<file path="src/rtl/serial_tx_if.sv">
// Byte handshake between a byte producer (message_printer) and serial_tx.
// The producer drives data/strobe/flow-control; the transmitter answers with busy.
interface serial_tx_if;
    logic [7:0] tx_data;
    logic       new_tx_data;
    logic       tx_busy;
    logic       block;

    modport master (
        output tx_data,
        output new_tx_data,
        output block,
        input  tx_busy
    );

    modport slave (
        input  tx_data,
        input  new_tx_data,
        input  block,
        output tx_busy
    );
endinterface

</file>
<file path="src/rtl/serial_tx.sv">
// Byte-wide UART transmitter, 8N1 by default; define SERIAL_TX_PARITY_EN for 8E1.
// tx is registered so the line never glitches; tx_busy also reflects downstream block.
//
// state  | meaning
// -------+----------------------------------------------------
// IDLE   | line high, waiting for new_tx_data with block low
// START  | start bit (low) for CLK_PER_BIT cycles
// DATA   | data bits, LSB first, one bit time each
// PARITY | even parity over the latched byte (parity build only)
// STOP   | stop bit (high) for CLK_PER_BIT cycles
module serial_tx #(
    parameter int CLK_PER_BIT = 50
) (
    input  logic       clk,
    input  logic       rst,
    serial_tx_if.slave bus,
    output logic       tx
);
    localparam int CW = $clog2(CLK_PER_BIT);
    localparam logic [CW-1:0] CNT_LAST = CW'(CLK_PER_BIT - 1);

    typedef enum logic [2:0] {
        IDLE,
        START,
        DATA,
        STOP
`ifdef SERIAL_TX_PARITY_EN
        , PARITY
`endif
    } state_t;

    state_t        state;
    logic [CW-1:0] cnt;
    logic [2:0]    idx;
    logic [7:0]    shift;
    logic          bit_end;

    assign bit_end     = (cnt == CNT_LAST);
    assign bus.tx_busy = (state != IDLE) | bus.block;

    always_ff @(posedge clk or negedge rst) begin
        if (!rst) begin
            state <= IDLE;
            cnt   <= '0;
            idx   <= '0;
            shift <= '0;
            tx    <= 1'b1;
        end else begin
            case (state)
                IDLE: begin
                    tx <= 1'b1;
                    if (bus.new_tx_data && !bus.block) begin
                        shift <= bus.tx_data;
                        cnt   <= '0;
                        idx   <= '0;
                        state <= START;
                        tx    <= 1'b0;
                    end
                end
                START: begin
                    if (bit_end) begin
                        cnt   <= '0;
                        state <= DATA;
                        tx    <= shift[0];
                    end else begin
                        cnt <= cnt + CW'(1);
                    end
                end
                DATA: begin
                    if (bit_end) begin
                        cnt <= '0;
                        if (idx == 3'd7) begin
`ifdef SERIAL_TX_PARITY_EN
                            state <= PARITY;
                            tx    <= ^shift;
`else
                            state <= STOP;
                            tx    <= 1'b1;
`endif
                        end else begin
                            idx <= idx + 3'd1;
                            tx  <= shift[idx + 3'd1];
                        end
                    end else begin
                        cnt <= cnt + CW'(1);
                    end
                end
`ifdef SERIAL_TX_PARITY_EN
                PARITY: begin
                    if (bit_end) begin
                        cnt   <= '0;
                        state <= STOP;
                        tx    <= 1'b1;
                    end else begin
                        cnt <= cnt + CW'(1);
                    end
                end
`endif
                STOP: begin
                    // tx already high; back in IDLE one cycle before the next accept
                    if (bit_end) begin
                        cnt   <= '0;
                        state <= IDLE;
                    end else begin
                        cnt <= cnt + CW'(1);
                    end
                end
                default: begin
                    state <= IDLE;
                    tx    <= 1'b1;
                end
            endcase
        end
    end
endmodule

</file>
<file path="src/flat_wrapper.sv">
// flat-port wrapper written by rule: the top's interface ports become plain ports
module serial_tx_flat 
#(
    parameter int CLK_PER_BIT = 50
)
  (clk, rst, tx, bus_tx_data, bus_new_tx_data, bus_block, bus_tx_busy);
  serial_tx_if bus_i ();
  input  logic clk;
  input  logic rst;
  output logic tx;
  input wire logic [$bits(bus_i.tx_data)-1:0] bus_tx_data;
  input wire logic [$bits(bus_i.new_tx_data)-1:0] bus_new_tx_data;
  input wire logic [$bits(bus_i.block)-1:0] bus_block;
  output wire logic [$bits(bus_i.tx_busy)-1:0] bus_tx_busy;
  assign bus_i.tx_data = bus_tx_data;
  assign bus_i.new_tx_data = bus_new_tx_data;
  assign bus_i.block = bus_block;
  assign bus_tx_busy = bus_i.tx_busy;
  serial_tx #(.CLK_PER_BIT(CLK_PER_BIT)) u_core (.clk(clk), .rst(rst), .bus(bus_i), .tx(tx));
endmodule
</file>
<file path="config.mk">
export PLATFORM = sky130hd
export DESIGN_NAME = serial_tx_flat
export DESIGN_NICKNAME = d
export VERILOG_FILES = /design/src/rtl/serial_tx_if.sv /design/src/rtl/serial_tx.sv /design/src/flat_wrapper.sv
export SDC_FILE = /design/constraint.sdc
export NUM_CORES = 1
export LEC_CHECK = 0
export CAP_MARGIN = 20
export CELL_PAD_IN_SITES_DETAIL_PLACEMENT = 0
export CELL_PAD_IN_SITES_GLOBAL_PLACEMENT = 2
export CORE_UTILIZATION = 38
export CTS_BUF_LIST = sky130_fd_sc_hd__clkbuf_8
export CTS_CLUSTER_SIZE = 20
export DETAILED_ROUTE_END_ITERATION = 16
export GPL_ROUTABILITY_DRIVEN = 1
export PLACE_DENSITY = 0.77
export SLEW_MARGIN = 20
export SYNTH_ARGS = -nofsm -noshare
export SYNTH_HDL_FRONTEND = slang
export SYNTH_SLANG_ARGS = --single-unit
</file>
<file path="constraint.sdc">
create_clock -name clk -period 2.44 [get_ports clk]
set_input_delay 0.488 -clock clk [delete_from_list [all_inputs] [get_ports clk]]
set_output_delay 0.488 -clock clk [all_outputs]
set_load 0.1 [all_outputs]
</file>
==> run summary, run 1 <==
cts repair resizes: 0
max cap viols: 0
Rel. slew slack: 70.5%
number of synthesized register bits: 20
synth top area cells: dfrtp_1, ha_1, mux2_2, mux4_2, nand3_1
ys async rst share: 100%
Setup Buffers After CTS: 0
crit-path cells: inv_1 -> ha_1 -> nand2b_1 -> buf_12
CP Max Fanout: 12
full die area: 3340 um2
placed cell areas: 1350 um2
CTS Buf Count: 3
drt first-iter violations: 16
Pleak: 0.618 nW
final slew viol count: 0
synthesized instance count: 104
post-synthesis simple-gate area fraction: 15.8%
layout cell share with drive strength beyond 1: 20.2%
Period minus WS final: 2.05 ns
Total GRT Usage: 15.8%
Cell Area, Synth: 1180 um2
post-layout util: 48.8%
Post-Route WL: 2270 um
post-synthesis adder-cell area fraction: 9.52%
Port Buffer Count: 13
largest net degree at the start of global routing: 21
largest family of logic cells by synthesized area: simple AND/OR/NAND/NOR gates
TritonRoute pass-1 iters: 4
vias per inst: 5.50
Design Area, Final: 1390 um2
Fill cells: 266
clock root buffer: clkbuf_8
syn avg cell area: 11.4 um2
Startpoint Class: flip-flop
Initial Util: 41.4%
sequential share of the synthesized area: 42.4%
Setup TNS: 0 ns
RSZ-0062 raised after global routing: false
post-synthesis mux area share: 15.4%
row count: 19
Unique masters post-synth: 36
status: finished, final reports clean
CP max-delay cell: dfrtp_1
hold buffer count at cts: 0
slowest cell delay on critical path: 0.42 ns
crit path kind: flip-flop to output pin
dpl hpwl: 1670 um
Hold Crit Class: flip-flop to flip-flop
Pwr per Cell Area: 417 nW/um2
gr ovfl total: 0
Fmax achieved: 489 MHz
first-pass GRT wire length: 3880 um
antenna violations before repair: 0
clk sinks: 20
worst vdd ir: 0.000313 V
clock skew: 0.00315 ns
gpl congestion: 0.698
chip height: 57.8 um
CP required: 1.95 ns
clk_lat worst skew: 0.26 ns
Setup-failing EPs final: 0
WL per Instance: 15.1 um
final cycle utilization of the critical path: 83.9%
clk buf depth: 2
Core Box Area: 2850 um2
ANT cells: 0
vias in the first global route: 875
Die W: 57.8 um
EDFF count, synth: 0
post-synth top area cell: dfrtp_1
Final #Nets: 141
most frequent cells in the layout: dfrtp_1, clkdlybuf4s50_1, mux2_2
DRC: 0
Clock H-tree levels: 1
Post-Synth XOR/XNOR Area: 1.48%
Antenna Nets Post-Route: 0
Synth-to-Final Area Change: 17.7%
Slew @ Worst Pin: 0.441 ns
CP arrival: 1.56 ns
via count: 825
Worst setup EP type: output pin
post-synth top area share: 40.2%
Compound-Gate Fraction of Synth Area: 12.1%
I/O pin count: 14
CTS tree: yes
most common cell after layout, fill and taps aside: dfrtp_1
yosys warns: 0
Worst-path clk slew: 0.08 ns
final hold vios: 0
Post-Syn Nets: 125
predominant post-synthesis flop cell: dfrtp_1
where the power goes:
part           switching (mW)  internal (mW)
Clock                   0.110          0.112
Sequential                  0          0.331
Combinational         0.00914         0.0175
metal layers:
layer	track usage (%)	vias to the layer above	part of all wire, %
met5	0	-	0
met4	4.08	0	0.66
met3	4.02	2	2.7
met2	28.2	14	49
met1	18.9	397	48
li1	-	412	-
through the flow:
| stage | hold slack (ns) | worst slack, ns | cells | power, mW |
|---|---|---|---|---|
| floorplan | 0.192 | 0.454 | 104 | 0.340 |
| global placement | 0.482 | 0.402 | 146 | 0.365 |
| detailed placement | 0.491 | 0.361 | 146 | 0.366 |
| CTS | 0.509 | 0.388 | 150 | 0.588 |
| global route | 0.517 | 0.234 | 150 | 0.604 |
| finish | 0.505 | 0.394 | 150 | 0.580 |
cell usage after synthesis, drive strengths merged, types with 2 or more instances:
cell / instances
dfrtp: 19
mux2: 11
ha: 9
nand2: 7
nand3: 6
inv: 5
o21ai: 5
nor3: 4
a31oi: 3
nand2b: 3
a21oi: 2
a2bb2oi: 2
and2: 2
clkbuf: 2
mux4: 2
o311ai: 2
o31ai: 2
xor2: 2
final timing paths:
kind | from | to | slack [ns] | cells after the start
max | u_core.state[0]$_DFFE_PN0P_ | bus_tx_busy | 0.39 | 4
min | u_core.shift[7]$_DFFE_PN0P_ | u_core.shift[7]$_DFFE_PN0P_ | 0.50 | 1
max reg2reg | u_core.idx[0]$_DFFE_PN0P_ | u_core.idx[0]$_DFFE_PN0P_ | 0.43 | 5
min reg2reg | u_core.shift[7]$_DFFE_PN0P_ | u_core.shift[7]$_DFFE_PN0P_ | 0.50 | 1
max in group asynchronous | rst | u_core.tx$_DFFE_PN1P_ | 1.61 | 2
min in group asynchronous | rst | u_core.state[1]$_DFFE_PN0P_ | 0.56 | 2
worst max-delay path: cells and delay by family, from the launching register on:
kind	cells	cell delay, ns
DFF	1	0.42
adders and majority gates	1	0.40
buffers and inverters	2	0.31
and+or+nand+nor	1	0.17
state kept, by name (all words and copies together), names as in the netlist:
register / count
u_core.state: 2
u_core.cnt: 6
u_core.idx: 3
u_core.tx: 1
u_core.shift: 8
cell families (layout without fill, tap and decap cells):
group	Yosys count	in the layout
AOI/OAI and AO/OA	21	21
xor gates and xnor gates	2	2
adders and majority gates	9	9
buffers and inverters	8	23
DFF	20	20
muxes	14	14
and+or+nand+nor	30	30
area by class of cell:
type                            count  area (um2)  share of cell area, %
Sequential cell                    20         502                   36.1
Clock inverter                      1        3.75                  0.270
Timing Repair Buffer               14         145                   10.4
Clock buffer                        3        41.3                   2.97
Tap cell                           31        38.8                   2.79
Multi-Input combinational cell     76         642                   46.1
Inverter                            5        18.8                   1.35
(Power assumes the default switching activity.)
==> run 2, diff against run 1 <==
==> constraint.sdc (replaced) <==
create_clock -name clk -period 1.91 [get_ports clk]
set_input_delay 0.382 -clock clk [delete_from_list [all_inputs] [get_ports clk]]
set_output_delay 0.382 -clock clk [all_outputs]
set_load 0.1 [all_outputs]
==> run 2 against run 1 <==
Final area rose by 9.7%. Clock skew rose by 0.00051 ns. Clock power rose by 28%. Via count rose by 8.8%. Sequential share of layout area fell by 3.2 points. Critical path depth rose by 1. Count of clock-buffer cells in the layout did not move. Sequential power rose by 28%.
==> run summary, run 2 (synthesis gave the netlist of run 1 again) <==
Setup Buffers After CTS: 0 (unchanged)
Initial Util: 41.4% (unchanged)
Slew @ Worst Pin: 0.344 ns (-0.0977 ns)
final slew viol count: 0 (unchanged)
Port Buffer Count: 13 (unchanged)
final cycle utilization of the critical path: 96.9%
full die area: 3340 um2 (unchanged)
DP Worst Slack: -0.0210 ns (-0.382 ns)
DRC: 0 (unchanged)
Multi-input gate area: 682 um2 (+6.2%)
Fill cells: 251 (-5.6%)
Routed met3 length: 60 um (-1.6%)
clk sinks: 20 (unchanged)
RSZ-0062 raised after global routing: true
CP Max Fanout: 3 (-9)
row count: 19 (unchanged)
clock skew: 0.00365 ns (+0.000507 ns)
Core Box Area: 2850 um2 (unchanged)
Total GRT Usage: 16.2% (+0.39 points)
critical path startpoint: u_core.idx[1]$_DFFE_PN0P_
WL per Instance: 15.0 um (-0.92%)
reg2reg start: u_core.idx[1]$_DFFE_PN0P_
Post-Route WL: 2420 um (+6.3%)
crit-path cells: ha_4 -> mux4_2 -> mux2_2 -> o31ai_2 -> a31oi_1
TritonRoute pass-1 iters: 2 (-2)
Regs by FF count: u_core.shift x8, u_core.cnt x6, u_core.idx x3
status: finished, final reports clean
Worst Setup EP: u_core.tx$_DFFE_PN1P_
clk_lat worst skew: 0.26 ns (about the same)
Tot Pwr: 742 uW (+28%)
CTS tree: yes
CP arrival: 2.03 ns (+0.47 ns)
Final #Nets: 152 (+7.8%)
Antenna Nets Post-Route: 0 (unchanged)
crit path kind: flip-flop to flip-flop
most common cell after layout, fill and taps aside: dfrtp_1
vias per inst: 5.58 (+1.4%)
most frequent cells in the layout: dfrtp_1, buf_4, clkdlybuf4s50_1
Pleak: 0.679 nW (+9.9%)
Top reg by flops: u_core.shift
Rel. slew slack: 76.8% (+6.3 points)
vias in the first global route: 912 (+4.2%)
Synth-to-Final Area Change: 29.1%
antenna violations before repair: 0 (unchanged)
WL met2: 1230 um (+11%)
ANT cells: 0 (unchanged)
Setup WS post-layout: 0.0586 ns (-0.335 ns)
RR Endpoint: u_core.tx$_DFFE_PN1P_
layout cell share with drive strength beyond 1: 31.5% (+11 points)
Worst setup EP type: flip-flop
CP max-delay cell: mux4_2
Worst-path clk slew: 0.07 ns (about the same)
clock root buffer: clkbuf_8
Clock H-tree levels: 1 (unchanged)
area taken by flip-flops and latches: 502 um2 (unchanged)
flop2flop setup slack: 0.06 ns (-0.37 ns)
drt first-iter violations: 15 (-1)
worst vdd ir: 0.000423 V (+35%)
clk buf depth: 2 (unchanged)
final hold vios: 0 (unchanged)
Startpoint Class: flip-flop
CTS Buf Count: 3 (unchanged)
max cap viols: 0 (unchanged)
slowest cell delay on critical path: 0.49 ns (+0.07 ns)
Hold Crit Class: primary input to asynchronous set/reset pin
met1 wire length: 1080 um (unchanged)
Die W: 57.8 um (unchanged)
via count: 898 (+8.8%)
R2R depth: 5 (unchanged)
Fmax achieved: 540 MHz
Setup-failing EPs final: 0 (unchanged)
I/O pin count: 14 (unchanged)
dpl hpwl: 1830 um (+9.4%)
Top Layer Used: met4
max reg flops: 8 (unchanged)
largest net degree at the start of global routing: 21 (unchanged)
CP required: 2.09 ns (+0.14 ns)
gpl congestion: 0.739 (+5.9%)
chip height: 57.8 um (unchanged)
Setup TNS: 0 ns (unchanged)
Period minus WS final: 1.85 ns
first-pass GRT wire length: 4020 um (+3.6%)
Pwr per Cell Area: 486 nW/um2 (+17%)
gr ovfl total: 0 (unchanged)
run 2: cell type report:
class / count / area share [%]
well taps: 31 / 2.54
clock inverters: 1 / 0.246
flip-flops and latches: 20 / 32.9
multi-input cells: 76 / 44.7
clock buffers: 3 / 2.70
repair buffers: 25 / 15.7
inverters: 5 / 1.23
run 2: worst max-delay path: cells and delay by family (launching register included):
family | cells | cell delay [ns]
flip-flops | 1 | 0.42
adder cells (fa/ha/maj) | 1 | 0.30
AO/OA/AOI/OAI | 2 | 0.29
multiplexers | 2 | 0.77
run 2: layer usage:
| metal | global-route usage [%] | vias up |
|---|---|---|
| met5 | 0 | - |
| met4 | 6.12 | 0 |
| met3 | 3.35 | 5 |
| met2 | 28.6 | 14 |
| met1 | 19.4 | 442 |
| li1 | - | 437 |
run 2: worst min path at each step:
stage	start	end	slack, ns	cells after the start
after floorplan	rst	u_core.cnt[0]$_DFFE_PN0P_	0.09	0
after global routing	rst	u_core.cnt[3]$_DFFE_PN0P_	0.47	2
after global placement	u_core.shift[4]$_DFFE_PN0P_	u_core.shift[4]$_DFFE_PN0P_	0.50	1
after CTS	rst	u_core.cnt[5]$_DFFE_PN0P_	0.46	2
final	rst	u_core.state[0]$_DFFE_PN0P_	0.46	2
after detailed placement	u_core.shift[3]$_DFFE_PN0P_	u_core.shift[3]$_DFFE_PN0P_	0.50	1
run 2: where the power goes:
part / switching (mW) / internal (mW)
Clock: 0.142 / 0.143
Sequential: 0 / 0.423
Combinational: 0.0119 / 0.0223
Total: 0.154 / 0.589
run 2: timing repair:
action                                  4_1_cts  5_1_grt
resized for setup                             1        5
hold buffers                                  0        0
endpoints found under the setup margin        1        6
run 2: through the flow:
stage / cell area, um2 / hold slack [ns] / util [%] / instances
after CTS: 1500 / 0.462 / 52.5 / 161
after floorplan: 1180 / 0.0864 / - / 104
after global placement: 1440 / 0.496 / 50.5 / 157
final: 1530 / 0.456 / 53.5 / 161
after global routing: 1530 / 0.470 / 53.5 / 161
after detailed placement: 1440 / 0.496 / 50.5 / 157
